[src/rtl/arith_pkg.sv]
// Shared definitions for the arithmetic-unit blocks.
// FSM encodings, default operand width and counter sizing.
package arith_pkg;

  typedef enum logic [1:0] {
    IDLE = 2'd0,
    RUN  = 2'd1,
    DONE = 2'd2
  } state_e;

  localparam int DEF_WIDTH = 4;

  function automatic int cnt_width(input int w);
    return $clog2(w + 1);
  endfunction

endpackage

[src/rtl/seq_restoring_divider_ripple_subtractor.sv]
// Combinational a - b as a + ~b + 1 over a chain of full-adder cells.
// borrow is high when a < b (unsigned).
module ripple_subtractor #(
  parameter int N = 5
) (
  input  logic [N-1:0] a,
  input  logic [N-1:0] b,
  output logic [N-1:0] diff,
  output logic         borrow
);

  logic [N:0]   c;
  logic [N-1:0] bn;

  assign bn   = ~b;
  assign c[0] = 1'b1;

  for (genvar i = 0; i < N; i++) begin : g_fa
    assign diff[i] = a[i] ^ bn[i] ^ c[i];
    assign c[i+1]  = (a[i] & bn[i]) | (c[i] & (a[i] ^ bn[i]));
  end

  assign borrow = ~c[N];

endmodule

[src/rtl/seq_restoring_divider.sv]
// Multi-cycle unsigned restoring divider, one quotient bit per clock.
// start/done handshake; divide-by-zero completes in a single cycle.
module seq_restoring_divider
  import arith_pkg::*;
#(
  parameter int WIDTH = DEF_WIDTH
) (
  input  logic             clk,
  input  logic             rst_n,
  input  logic             start,
  input  logic [WIDTH-1:0] dividend,
  input  logic [WIDTH-1:0] divisor,
  output logic             busy,
  output logic             done,
  output logic [WIDTH-1:0] quotient,
  output logic [WIDTH-1:0] remainder,
  output logic             div_by_zero
);

  localparam int CW = cnt_width(WIDTH);

  state_e           state_q;
  logic [WIDTH-1:0] dvs_q;
  logic [WIDTH-1:0] r_q;
  logic [WIDTH-1:0] q_q;
  logic [CW-1:0]    cnt_q;
  logic             busy_q;
  logic             done_q;
  logic [WIDTH-1:0] quo_q;
  logic [WIDTH-1:0] rem_q;
  logic             dbz_q;

  logic [WIDTH:0]   r_sh;
  logic [WIDTH:0]   trial;
  logic             borrow;
  logic             neg;
  logic [WIDTH-1:0] r_d;
  logic [WIDTH-1:0] q_d;

  // R stays below the divisor, so only WIDTH bits need storing.
  assign r_sh = {r_q, q_q[WIDTH-1]};

  ripple_subtractor #(
    .N(WIDTH + 1)
  ) u_sub (
    .a     (r_sh),
    .b     ({1'b0, dvs_q}),
    .diff  (trial),
    .borrow(borrow)
  );

  assign neg = trial[WIDTH] | borrow;
  assign r_d = neg ? r_sh[WIDTH-1:0] : trial[WIDTH-1:0];
  assign q_d = {q_q[WIDTH-2:0], ~neg};

  always_ff @(posedge clk or negedge rst_n) begin
    if (!rst_n) begin
      state_q <= IDLE;
      dvs_q   <= '0;
      r_q     <= '0;
      q_q     <= '0;
      cnt_q   <= '0;
      busy_q  <= 1'b0;
      done_q  <= 1'b0;
      quo_q   <= '0;
      rem_q   <= '0;
      dbz_q   <= 1'b0;
    end else begin
      done_q <= 1'b0;
      unique case (state_q)
        IDLE, DONE: begin
          if (start && divisor == '0) begin
            quo_q   <= '1;
            rem_q   <= dividend;
            dbz_q   <= 1'b1;
            done_q  <= 1'b1;
            state_q <= DONE;
          end else if (start) begin
            dvs_q   <= divisor;
            r_q     <= '0;
            q_q     <= dividend;
            cnt_q   <= CW'(WIDTH);
            quo_q   <= '0;
            rem_q   <= '0;
            dbz_q   <= 1'b0;
            busy_q  <= 1'b1;
            state_q <= RUN;
          end else begin
            state_q <= IDLE;
          end
        end
        RUN: begin
          r_q   <= r_d;
          q_q   <= q_d;
          cnt_q <= cnt_q - CW'(1);
          if (cnt_q == CW'(1)) begin
            quo_q   <= q_d;
            rem_q   <= r_d;
            busy_q  <= 1'b0;
            done_q  <= 1'b1;
            state_q <= DONE;
          end
        end
        default: state_q <= IDLE;
      endcase
    end
  end

  assign busy        = busy_q;
  assign done        = done_q;
  assign quotient    = quo_q;
  assign remainder   = rem_q;
  assign div_by_zero = dbz_q;

endmodule

[config.mk]
export PLATFORM = sky130hd
export DESIGN_NAME = seq_restoring_divider
export DESIGN_NICKNAME = d
export VERILOG_FILES = /design/src/rtl/arith_pkg.sv /design/src/rtl/seq_restoring_divider_ripple_subtractor.sv /design/src/rtl/seq_restoring_divider.sv
export SDC_FILE = /design/constraint.sdc
export NUM_CORES = 1
export LEC_CHECK = 0
export CAP_MARGIN = 10
export CELL_PAD_IN_SITES_DETAIL_PLACEMENT = 0
export CELL_PAD_IN_SITES_GLOBAL_PLACEMENT = 1
export CORE_ASPECT_RATIO = 1.2
export CORE_MARGIN = 2
export CORE_UTILIZATION = 41
export DETAILED_ROUTE_END_ITERATION = 6
export PLACE_DENSITY_LB_ADDON = 0.2
export SKIP_CTS_REPAIR_TIMING = 1
export SYNTH_ARGS = -nofsm -noshare
export SYNTH_HDL_FRONTEND = slang
export SYNTH_SLANG_ARGS = --single-unit
[constraint.sdc]
create_clock -name clk -period 2.85 [get_ports clk]
set_input_delay 0.285 -clock clk [delete_from_list [all_inputs] [get_ports clk]]
set_output_delay 0.285 -clock clk [all_outputs]
set_load 0.03 [all_outputs]
==> results.toml, run 1 <==
[worst_hold_path]
hold_class = "input pin to asynchronous set/reset pin"

[clock_tree]
cts-root-buf = "clkbuf_8"
clock_sinks = 28
cts_buffers = 3
cts_tree = "done"
path_clk_slew_ns = 0.09
cts_buffer_depth = 2
clk_latency_ns = 0.27
htreeDepth = 1

[logic_synthesis]
synthFlopType = "dfrtp_1"
ys_seq_area_share_pct = 48.1
async_reset_ff_share_pct = 100
synth.largest_area_cell = "dfrtp_1"
syn_area_mm2 = 0.00146
avgSynthCellArea_um2 = 10.8
ys_ff_latch = 28
yosysWarningCount = 0
syn-num-nets = 152
synth.area.top_cells = "dfrtp_1 48%, fa_1 4.1%, nand2_1 3.3%"
synth_edf_count = 0
synth_top_area_share_pct = 48.1
ys_types = 40
syn_inst = 135

[route]
routed_wl_um = 3110
wl_per_cell_um = 16.1
avgViaCountPerCell = 5.66
drt_iter0_markers = 30
firstDrtPassIters = 4
dr_total_vias = 1092
drtAntennaViolNets = 0
drc_errors = 0

[worst_setup_path]
worstSetupEndpointType = "flop"
start_kind = "flop"
worstSetupPathType = "flop to flop"
slowest_delay_ns = 0.38
required_ns = 3.06
cp.arrival_ns = 2.75
crit_slowest_cell = "dfrtp_1"
cp_num_buf_inv = 5
critPathMostFrequentCell = "inv_1"
crit_chain = "inv_1, ha_1, inv_1, fa_1, inv_1, fa_1, inv_1, fa_1, xnor2_1, buf_4, mux2i_1, o22a_1"
critPathTopFamily = "adder cells"
crit_path_max_fanout = 4

[final_layout]
diodes = 0
seq_area_um2 = 701
fill_cells = 316
layout.nets = 175
final_cell_area_mm2 = 0.00175
areaGrowthSynthToFinish_pct = 20.3
final_cell_mix = "28 x dfrtp_1, 21 x clkdlybuf4s50_1, 13 x nand2_1"
drive_gt1_share_pct = 11.5
final_common_cell = "dfrtp_1"
multi_input_area_um2 = 673

[power_and_ir_drop]
peakVddDrop_mv = 0.603
power_leakage_nw = 0.800
power.density_mw_per_mm2 = 1250

[floorplanning]
coreArea_mm2 = 0.00337
start_util_pct = 43.3
row_count = 23
dieArea_mm2 = 0.00405
fp.dieH_um = 69.3
die_x_um = 58.4
ioPinCount = 22

[placement]
place.gp.congestion = 0.790
dp_hpwl_um = 2350
place_area_mm2 = 0.00171
portBuffers = 21
pre_cts_ws_ns = 0.297

[sta]
timing.final.crit_share_pct = 89.0
hold_violations = 0
period_needed_ns = 2.54
fmax_ghz = 0.394
fin_ws_ns = 0.312
tightest_slew_ns = 0.582
slew_viol_final = 0
max_slew_margin_pct = 61.1
setup_tns_ns = 0
finClkSkew_ns = 0.00289
rsz0062_at_grt = "false"
finalSetupViolations = 0

[global_route]
antenna_found_initial = 0
overflow = 0
grt_max_degree = 29
grt_pass1_vias = 1124
track_usage_pct = 16.5
grt_first_pass_wirelength_um = 5210

[run_status]
status = "completed"

[flow_run]
drv_cap = 0
==> registers in the layout, indices dropped and copies added, names as in the netlist <==
register and cells:
busy 1, cnt_q 3, div_by_zero 1, done 1, dvs_q 4, q_q 4
quotient 4, r_q 4, remainder 4, state_q 2
==> cells by family (layout without fill, tap and decap cells) <==
group           Yosys count  after routing  synth area share (%)
simple gates             40             40                  16.1
compound gates           33             33                  16.9
flops                    28             28                  48.1
buf+inv                  19             40                  5.75
mux                       8              8                  5.84
fa+ha+maj                 6              6                  6.70
xor+xnor                  1              1                 0.601
==> final cells by class <==
cell class | count | share of cell area (%)
flip-flops and latches | 28 | 39.9
multi-input cells | 88 | 38.4
repair buffers | 27 | 14.6
well taps | 37 | 2.64
clock buffers | 3 | 2.35
inverters | 10 | 2.14
==> cells in the mapped netlist, types with 2 or more instances <==
library cell,number
a31oi_1,3
o21ai_0,5
a21o_1,6
nor3b_1,2
dfrtp_1,28
mux2i_1,4
mux2_2,4
a21oi_1,2
o211ai_1,2
nand2_1,13
buf_2,4
nand2b_1,3
inv_1,10
nand3_1,4
nor2b_1,3
nor3_1,3
o22a_1,3
ha_1,3
o32ai_1,3
nand3b_1,5
fa_1,3
clkbuf_1,4
==> worst paths after layout <==
kind	from	end	slack, ns	depth (start not counted)
setup / recovery	q_q[3]	remainder[1]	0.31	12
hold / removal	rst_n	busy	0.39	2
setup reg to reg	q_q[3]	remainder[1]	0.31	12
hold reg to reg	div_by_zero	div_by_zero	0.48	2
max in group asynchronous	rst_n	r_q[2]	2.20	2
min in group clk	div_by_zero	div_by_zero	0.48	2
==> power by group <==
part | total (W) | switching, W | leakage (nW) | internal [W]
clock network | 0.000211 | 0.000116 | 0.0216 | 0.0000948
logic | 0.00125 | 0.000643 | 0.442 | 0.000608
registers | 0.000733 | 0.000139 | 0.336 | 0.000594
==> metrics by stage <==
stage / hold WS (ns) / power (W) / instances / utilization (%)
floorplan: -0.0106 / 0.00161 / 135 / -
global placement: 0.463 / 0.00198 / 190 / 50.9
detailed placement: 0.470 / 0.00201 / 190 / 50.9
CTS: 0.395 / 0.00222 / 193 / 52.1
global route: 0.410 / 0.00238 / 193 / 52.1
finish: 0.386 / 0.00219 / 193 / 52.1
==> metal layers <==
layer / up-vias / global-route usage (%) / wire length, µm
li1: 525 / - / -
met1: 544 / 21.6 / 1370
met2: 17 / 27.6 / 1610
met3: 6 / 2.24 / 82
met4: 0 / 5.43 / 46
met5: - / 0 / 0
Note: power is estimated with default switching activity, not from simulation.
==> run 2, diff against run 1 <==
Settings changed: CORE_ASPECT_RATIO 1.2 to 0.7.
Clock period 2.85 ns to 2.4 ns, I/O delays scaled along.
==> results.toml, run 2 (synthesized netlist as in run 1, its figures left out) <==
[run_status]
status = "finished with violations"
violations = "setup timing"

[final_layout]
fin_util_pct = 55.3
final_cell_area_mm2 = 0.00192
final_cell_mix = "28 x dfrtp_1, 21 x clkdlybuf4s50_1, 12 x nand2_1"
diodes = 0
drive_gt1_share_pct = 23.6
layout.nets = 179
fill_cells = 322
final_cells = 211
areaGrowthSynthToFinish_pct = 31.7
final_common_cell = "dfrtp_1"

[worst_setup_path]
slowest_delay_ns = 0.42
cp.arrival_ns = 2.72
start_kind = "flop"
crit_path_max_fanout = 3
cp_num_buf_inv = 4
required_ns = 2.58
critPathMostFrequentCell = "inv_2"
critPathTopFamily = "adder cells"
worstSetupPathType = "flop to flop"
crit_chain = "inv_2, ha_4, inv_2, fa_2, inv_2, fa_2, inv_2, fa_2, xnor2_4, mux2i_2, a21bo_2"
crit_slowest_cell = "fa_2"
worstSetupEndpointType = "flop"

[sta]
max_slew_margin_pct = 61.2
fmax_ghz = 0.394
finalSetupViolations = 7
period_needed_ns = 2.54
slew_viol_final = 0
timing.final.crit_share_pct = 106
rsz0062_at_grt = "true"
hold_violations = 0
finClkSkew_ns = 0.00851
fin_ws_ns = -0.141
setup_tns_ns = -0.651
tightest_slew_ns = 0.580

[power_and_ir_drop]
p_switching_w = 0.00125
seqPwrFrac_pct = 28.6
clockPowerShare_pct = 12.0
power.density_mw_per_mm2 = 1630
p_comb_share_pct = 59.4
peakVddDrop_mv = 0.584
power_leakage_nw = 0.836
swShare_pct = 39.9
internal_power_w = 0.00188

[global_route]
grt_first_pass_wirelength_um = 5420
overflow = 0
grt_pass1_vias = 1073
antenna_found_initial = 0
grt_max_degree = 29
track_usage_pct = 18.4

[floorplanning]
start_util_pct = 42.0
coreArea_mm2 = 0.00347
dieArea_mm2 = 0.00406
row_count = 18
ioPinCount = 22
fp.dieH_um = 53.9
die_x_um = 75.3

[worst_hold_path]
hold_class = "input pin to asynchronous set/reset pin"

[route]
routed_wl_um = 3370
dr_total_vias = 1112
avgViaCountPerCell = 5.27
wl_per_cell_um = 16.0
drt_iter0_markers = 84
drtAntennaViolNets = 0
drc_errors = 0
firstDrtPassIters = 4

[placement]
place.gp.congestion = 0.815
dp_hpwl_um = 2360
portBuffers = 21
place_area_mm2 = 0.00177
place_inst = 206

[clock_tree]
cts-root-buf = "clkbuf_8"
cts_tree = "done"
path_clk_slew_ns = 0.10
clock_sinks = 28
cts_buffers = 3
clk_latency_ns = 0.28
cts_buffer_depth = 2
htreeDepth = 1

[flow_run]
drv_cap = 0
run 2: stage by stage:
step                      setup WS, ns  hold WS, ns  total power, W
after floorplan                 0.0299      -0.0556         0.00199
after global placement         -0.0476        0.467         0.00246
final                           -0.141        0.338         0.00313
after detailed placement       -0.0869        0.476         0.00250
after global routing            -0.199        0.367         0.00335
after CTS                       -0.128        0.356         0.00289
run 2: metal layers:
metal / track usage, % / part of all wire [%] / up-vias
li1: - / - / 535
met1: 27.8 / 52 / 545
met2: 27.0 / 43 / 30
met3: 4.49 / 4.6 / 2
met4: 3.51 / 0.59 / 0
met5: 0 / 0 / -
run 2: area by class of cell:
type	count	area (µm²)	share of cell area, %
Clock buffer	3	41.3	2.15
Clock inverter	1	30.0	1.56
Inverter	10	37.5	1.96
Multi-Input combinational cell	88	758	39.5
Sequential cell	28	701	36.5
Tap cell	50	62.6	3.26
Timing Repair Buffer	31	289	15.1
run 2: path summary, 6_finish.rpt:
kind,startpoint,endpoint,slack [ns],depth (start not counted)
worst max register to register,q_q[3],r_q[0],-0.14,11
worst min-delay path,rst_n,busy,0.34,2
min in group clk,div_by_zero,div_by_zero,0.49,2
worst min register to register,div_by_zero,div_by_zero,0.49,2
worst max-delay path,q_q[3],r_q[0],-0.14,11
max in group asynchronous,rst_n,r_q[3],1.79,2
run 2: worst register-to-register path, delay by kind of cell (launching register included):
kind            cells  cell delay, ns
buf+inv             4            0.22
fa+ha+maj           4            1.06
xor+xnor            1            0.24
mux                 1            0.28
compound gates      1            0.24
flops               1            0.41
run 2: power by group through the flow:
stage          clock network (W)  registers [W]  logic (W)
2_1_floorplan                  0        0.00100   0.000989
4_1_cts                 0.000388       0.000884    0.00162
3_3_place_gp                   0       0.000880    0.00158
6_report                0.000375       0.000896    0.00186
3_5_place_dp                   0       0.000893    0.00161
5_1_grt                 0.000403       0.000928    0.00202
==> run 3, diff against run 2 <==
Settings changed: CORE_MARGIN 2 to unset.
==> results.toml, run 3 (synthesized netlist as in run 1, its figures left out) <==
[run_status]
status = "finished with violations"
violations = "setup timing"

[placement]
place.gp.congestion = 0.799
pre_cts_ws_ns = -0.199
dp_hpwl_um = 2380
place_inst = 203
portBuffers = 21
place_area_mm2 = 0.00177

[global_route]
grtUsageMet3_pct = 4.84
top_usage_layer = "met2"
overflow = 0
grt_pass1_vias = 1088
antenna_found_initial = 0
track_usage_pct = 19.7
grt_util_met1_pct = 28.5
grt_first_pass_wirelength_um = 5510
use_met2_pct = 30.4
grt_max_degree = 29

[worst_setup_path]
startpoint = "q_q[3]"
r2r_slack_ns = -0.12
r2r_end = "r_q[0]"
crit_path_max_fanout = 4
worstSetupPathType = "flop to flop"
cp.arrival_ns = 2.70
start_kind = "flop"
required_ns = 2.58
r2r_cells = 11
setup.worst_path.end = "r_q[0]"
worstSetupEndpointType = "flop"
rr_startpoint = "q_q[3]"

[route]
wl_per_cell_um = 16.2
drc_errors = 0
drt_iter0_markers = 101
dr_total_vias = 1120
routed_wl_um = 3390
drtAntennaViolNets = 0
firstDrtPassIters = 4
avgViaCountPerCell = 5.36

[floorplanning]
die_x_um = 73.3
ioPinCount = 22
row_count = 17
coreArea_mm2 = 0.00328
start_util_pct = 44.5
dieArea_mm2 = 0.00380
fp.dieH_um = 51.9

[sta]
hold_violations = 0
fin_ws_ns = -0.121
fmax_ghz = 0.397
max_slew_margin_pct = 61.9
finClkSkew_ns = 0.00887
finalSetupViolations = 9
tightest_slew_ns = 0.569
period_needed_ns = 2.52
timing.final.crit_share_pct = 105
rsz0062_at_grt = "true"
slew_viol_final = 0

[power_and_ir_drop]
peakVddDrop_mv = 0.646
total_power_w = 0.00323
power.density_mw_per_mm2 = 1680
power_leakage_nw = 0.839

[clock_tree]
cts_buffer_depth = 2
htreeDepth = 1
clock_sinks = 28
path_clk_slew_ns = 0.10
cts_buffers = 3
cts-root-buf = "clkbuf_8"
clk_latency_ns = 0.28
cts_tree = "done"

[final_layout]
final_cell_mix = "28 x dfrtp_1, 21 x clkdlybuf4s50_1, 13 x nand2_1"
multi_input_area_um2 = 756
fin_util_pct = 58.6
final_common_cell = "dfrtp_1"
seq_area_um2 = 701
diodes = 0
final_cell_area_mm2 = 0.00192
layout.nets = 180
areaGrowthSynthToFinish_pct = 31.8
drive_gt1_share_pct = 22.8
fill_cells = 289
final_cells = 209

[worst_hold_path]
hold_class = "input pin to asynchronous set/reset pin"

[flow_run]
drv_cap = 0
==> run 3: where the power goes <==
part	internal, W	switching (W)
registers	0.000706	0.000196
logic	0.00102	0.000931
clock network	0.000224	0.000154
==> run 3: layout make-up <==
| cell class | count | share of cell area (%) |
|---|---|---|
| Sequential cell | 28 | 36.5 |
| Timing Repair Buffer | 32 | 15.4 |
| Inverter | 10 | 1.95 |
| Multi-Input combinational cell | 88 | 39.3 |
| Clock inverter | 1 | 1.56 |
| Clock buffer | 3 | 2.15 |
| Tap cell | 47 | 3.06 |
==> run 3: worst min path at each step <==
stage | from | to | slack [ns]
3_5_place_dp | div_by_zero | div_by_zero | 0.47
3_3_place_gp | div_by_zero | div_by_zero | 0.47
5_1_grt | rst_n | remainder[2] | 0.36
4_1_cts | rst_n | remainder[2] | 0.34
6_report | rst_n | remainder[2] | 0.33
2_1_floorplan | rst_n | busy | -0.06
==> run 3: critical path, stage by stage, from the launching register on <==
cell and delay [ns]:
dfrtp_1 0.40, inv_2 0.09, ha_4 0.13, inv_2 0.03, fa_2 0.32, inv_2 0.06, fa_2 0.19, inv_2 0.04
fa_2 0.43, xnor2_4 0.21, mux2i_1 0.28, a21bo_2 0.25
==> run 3: through the flow <==
| stage | hold WS, ns | setup TNS, ns |
|---|---|---|
| floorplan | -0.0556 | 0 |
| global placement | 0.469 | -0.0992 |
| detailed placement | 0.474 | -0.971 |
| CTS | 0.339 | -1.17 |
| global route | 0.361 | -1.72 |
| finish | 0.327 | -0.561 |
==> run 3: metal layers <==
metal,part of all wire (%),wire length (µm)
met5,0,0
met3,3.8,130
met2,44,1490
met4,0.30,10
met1,52,1760
==> RTL change 1, RTL diff (settings of run 3) <==
Encoding of `state_e`: now one-hot (3 bits for 3 states).
--- a/src/rtl/arith_pkg.sv
+++ b/src/rtl/arith_pkg.sv
@@ -2,10 +2,10 @@
 // FSM encodings, default operand width and counter sizing.
 package arith_pkg;
 
-  typedef enum logic [1:0] {
-    IDLE = 2'd0,
-    RUN  = 2'd1,
-    DONE = 2'd2
+  typedef enum logic [2:0] {
+    IDLE = 3'b001,
+    RUN  = 3'b010,
+    DONE = 3'b100
   } state_e;
 
   localparam int DEF_WIDTH = 4;
Behaviour: same outputs for any inputs over 10 cycles, from zero or initial values and one cycle with rst_n low; not proved beyond that.
==> RTL change 1 against run 3 <==
The flow still finishes with violations (setup timing); core utilization down 2.6 points; power down 16%; final cell count up 3.8%; design area up 5.8%; routed wire length up 16%; clock power up 4%; clock skew down 4.2 ps; highest routed layer unchanged; sequential cell count up 1; worst setup slack better by 53 ps; die area up 9.7%; count of clock-buffer cells in the layout up 3; area after synthesis up 10%.
==> RTL change 1: results <==
group,metric,value,unit
outcome,outcome,"finished, violations left",
outcome,violations,"setup timing",
placed_design,io_buffers,21,
clock_network,worst_skew_pair.late_latency,280,ps
placed_design,pre_cts_ws,-97.2,ps
final_layout,num_antenna_cells,0,
route,top_signal_layer_used,"met4",
worst_setup_path,reg2reg_depth,12,
global_routing,grt_first_pass_wirelength,6730,um
timing,tns,-167,ps
clock_network,cts_buffers,5,
worst_setup_path,r2r-end,"r_q[3]",
placed_design,place.gp.congestion,0.779,
timing,setup_viol,4,
final_layout,num-nets-final,183,
route,dr_wl_met2,1730,um
timing,fin_skew,4.65,ps
route,vias,1236,
power_and_ir_drop,ir_drop,0.526,mV
timing,setup_ws,-68.0,ps
placed_design,post_dp_cell_area,0.00190,sq mm
power_and_ir_drop,p_leak,0.000854,uW
synthesis,synth_warnings,0,
timing,tightest_slew,542,ps
route,wirelength,3930,um
synthesis,synthArstFlopShare,100,%
global_routing,grt_pass1_vias,1303,
final_layout,layout-drive-gt1-share,26.3,%
route,first_pass_iters,4,
synthesis,synthDistinctLibCells,38,
global_routing,grt_max_degree,30,
worst_setup_path,reg2reg_from,"q_q[3]",
timing,whs,356,ps
final_layout,layout.cells.non_filler,217,
power_and_ir_drop,power.density,1330,mW/mm^2
synthesis,synthTopCellsByCount,"28 x dfrtp_1, 13 x inv_1, 8 x a31oi_1, 8 x and4bb_2, 8 x buf_2",
synthesis,synth_nets,157,
synthesis,synth.area.top_cells,"dfrtp_1 44%, and4bb_2 6.2%, mux2i_1 4.4%",
clock_network,htree_levels,2,
placed_design,dp.cells,208,
synthesis,avgSynthCellArea,11.5,sq um
route,drt_iter0_markers,83,
worst_hold_path,hold_class,"in -> async",
worst_setup_path,path_max_fanout,6,
route,wl_met1,1910,um
clock_network,cts_root_buf,"clkbuf_8",
clock_network,clk_pin_slew_worst_paths,70,ps
placed_design,dp.final_hpwl,2730,um
route,met3_length,251,um
global_routing,grt_usage,21.9,%
global_routing,grt_antenna_before_repair,0,
synthesis,ys_seq_area_share,45.3,%
final_layout,nFillCells,313,
[RTL change 1: power breakdown]
part / internal [uW] / switching (uW)
Sequential: 697 / 181
Combinational: 717 / 719
Clock: 201 / 195
Total: 1610 / 1090
[RTL change 1: worst max-delay path: stages (launching register included)]
cell and delay, ps:
dfrtp_1 380, inv_1 60, ha_2 150, inv_1 50, fa_2 330, inv_2 60, fa_1 140, inv_1 50
fa_2 340, xnor2_2 140, buf_6 170, mux2i_4 250, a21bo_2 240
[RTL change 1: how the worst max path moves through the flow]
stage / startpoint / to / slack [ps] / cells past startpoint
after floorplan: q_q[3] / r_q[3] / 8 / 11
after global placement: dvs_q[0] / r_q[3] / -80 / 10
after detailed placement: q_q[3] / r_q[3] / -100 / 12
after CTS: q_q[3] / r_q[3] / -130 / 12
after global routing: q_q[3] / r_q[0] / -190 / 12
final: q_q[3] / r_q[3] / -70 / 12
[RTL change 1: cells by family (layout without fill, tap and decap cells)]
| group | count (synthesis) | count (layout) | synth area share (%) |
|---|---|---|---|
| mux | 10 | 10 | 6.47 |
| simple gates | 33 | 33 | 17.1 |
| buf+inv | 26 | 53 | 7.18 |
| fa+ha+maj | 6 | 6 | 6.08 |
| flops | 29 | 29 | 45.3 |
| compound gates | 33 | 33 | 16.2 |
| xor+xnor | 3 | 3 | 1.64 |
[RTL change 1: area by class of cell]
cell class,instances,area share (%)
Multi-Input combinational cell,85,40.1
Sequential cell,29,35.8
Timing Repair Buffer,32,14.6
Clock buffer,6,3.57
Tap cell,50,3.08
Inverter,13,2.40
Clock inverter,2,0.493
[RTL change 1: layer usage]
metal / global-route usage, % / vias up
li1: - / 569
met4: 7.05 / 0
met5: 0 / -
met3: 5.50 / 5
met1: 30.6 / 618
met2: 33.5 / 44
==> RTL change 2, RTL diff (config.mk and constraints of run 3) <==
Made on the original files. Set the package constant `DEF_WIDTH` to 6 (it was 4).
--- a/src/rtl/arith_pkg.sv
+++ b/src/rtl/arith_pkg.sv
@@ -8,7 +8,7 @@
     DONE = 2'd2
   } state_e;
 
-  localparam int DEF_WIDTH = 4;
+  localparam int DEF_WIDTH = 6;
 
   function automatic int cnt_width(input int w);
     return $clog2(w + 1);
Ports: changed (resized dividend, divisor, quotient and remainder); port bits go from 22 to 30. No check against the original RTL was run, so the function may have changed too.
==> RTL change 2 against run 3 <==
Largest cell class is now registers; sequential cell count rose by 10; sequential power increased by 30%; routed wire length increased by 28%; the flow still finishes with violations (setup timing); area after synthesis is 24% higher; power rose by 39%; worst setup slack worse by 800 ps; first-iteration DRC count fell by 13%; non-clock buffer count is 10 higher; design area rose by 27%.
==> RTL change 2: results <==
group,metric,value,unit
synthesis,avgSynthCellArea,10.2,sq um
route,dr_wl_met2,1950,um
global_routing,grt_pass1_vias,1425,
placed_design,dp.cells,260,
global_routing,grt_first_pass_wirelength,7060,um
worst_setup_path,reg2reg_depth,15,
final_layout,num-nets-final,239,
synthesis,synth_compound_area_share,15.1,%
route,wirelength,4340,um
synthesis,synth_nets,199,
outcome,outcome,"finished, violations left",
global_routing,grt_usage,21.0,%
power_and_ir_drop,ir_drop,0.862,mV
route,wl_met1,2150,um
global_routing,use_met1,31.7,%
timing,setup_ws,-926,ps
power_and_ir_drop,power,4500,uW
placed_design,dp.final_hpwl,3000,um
clock_network,clk_pin_slew_worst_paths,70,ps
route,met3_length,186,um
worst_setup_path,reg2reg_from,"dvs_q[0]",
power_and_ir_drop,p_leak,0.00103,uW
synthesis,ys_seq_area_share,52.8,%
worst_setup_path,path_max_fanout,6,
synthesis,synthTopCellsByCount,"38 x dfrtp_1, 27 x nand2_1, 13 x nor2_1",
timing,setup_viol,14,
outcome,violations,"setup timing",
timing,tns,-11430,ps
[RTL change 2: cell count changes after synthesis, sizes merged, moves of 4 or more]
cell | run 3 | this run
o21ai | 5 | 11
a21oi | 2 | 7
mux2 | 4 | 0
dfrtp | 28 | 38
nand2 | 13 | 27
nand3 | 4 | 11
o2bb2ai | 0 | 4
a21o | 6 | 1
a31oi | 3 | 9
nor2 | 1 | 13
nand3b | 5 | 0
[RTL change 2: layout make-up]
type	count	area, sq um
tap	52	65.1
inverter	12	45.0
fill	340	1630
sequential	38	951
clock inverter	1	30.0
timing repair buffer	42	399
clock buffer	7	76.3
multi-input combinational	117	870
[RTL change 2: final timing paths]
kind,to,slack (ps)
max,remainder[4],-930
min,busy,50
max reg2reg,remainder[4],-930
min reg2reg,div_by_zero,480
max in group asynchronous,dvs_q[4],1810
min in group clk,div_by_zero,480
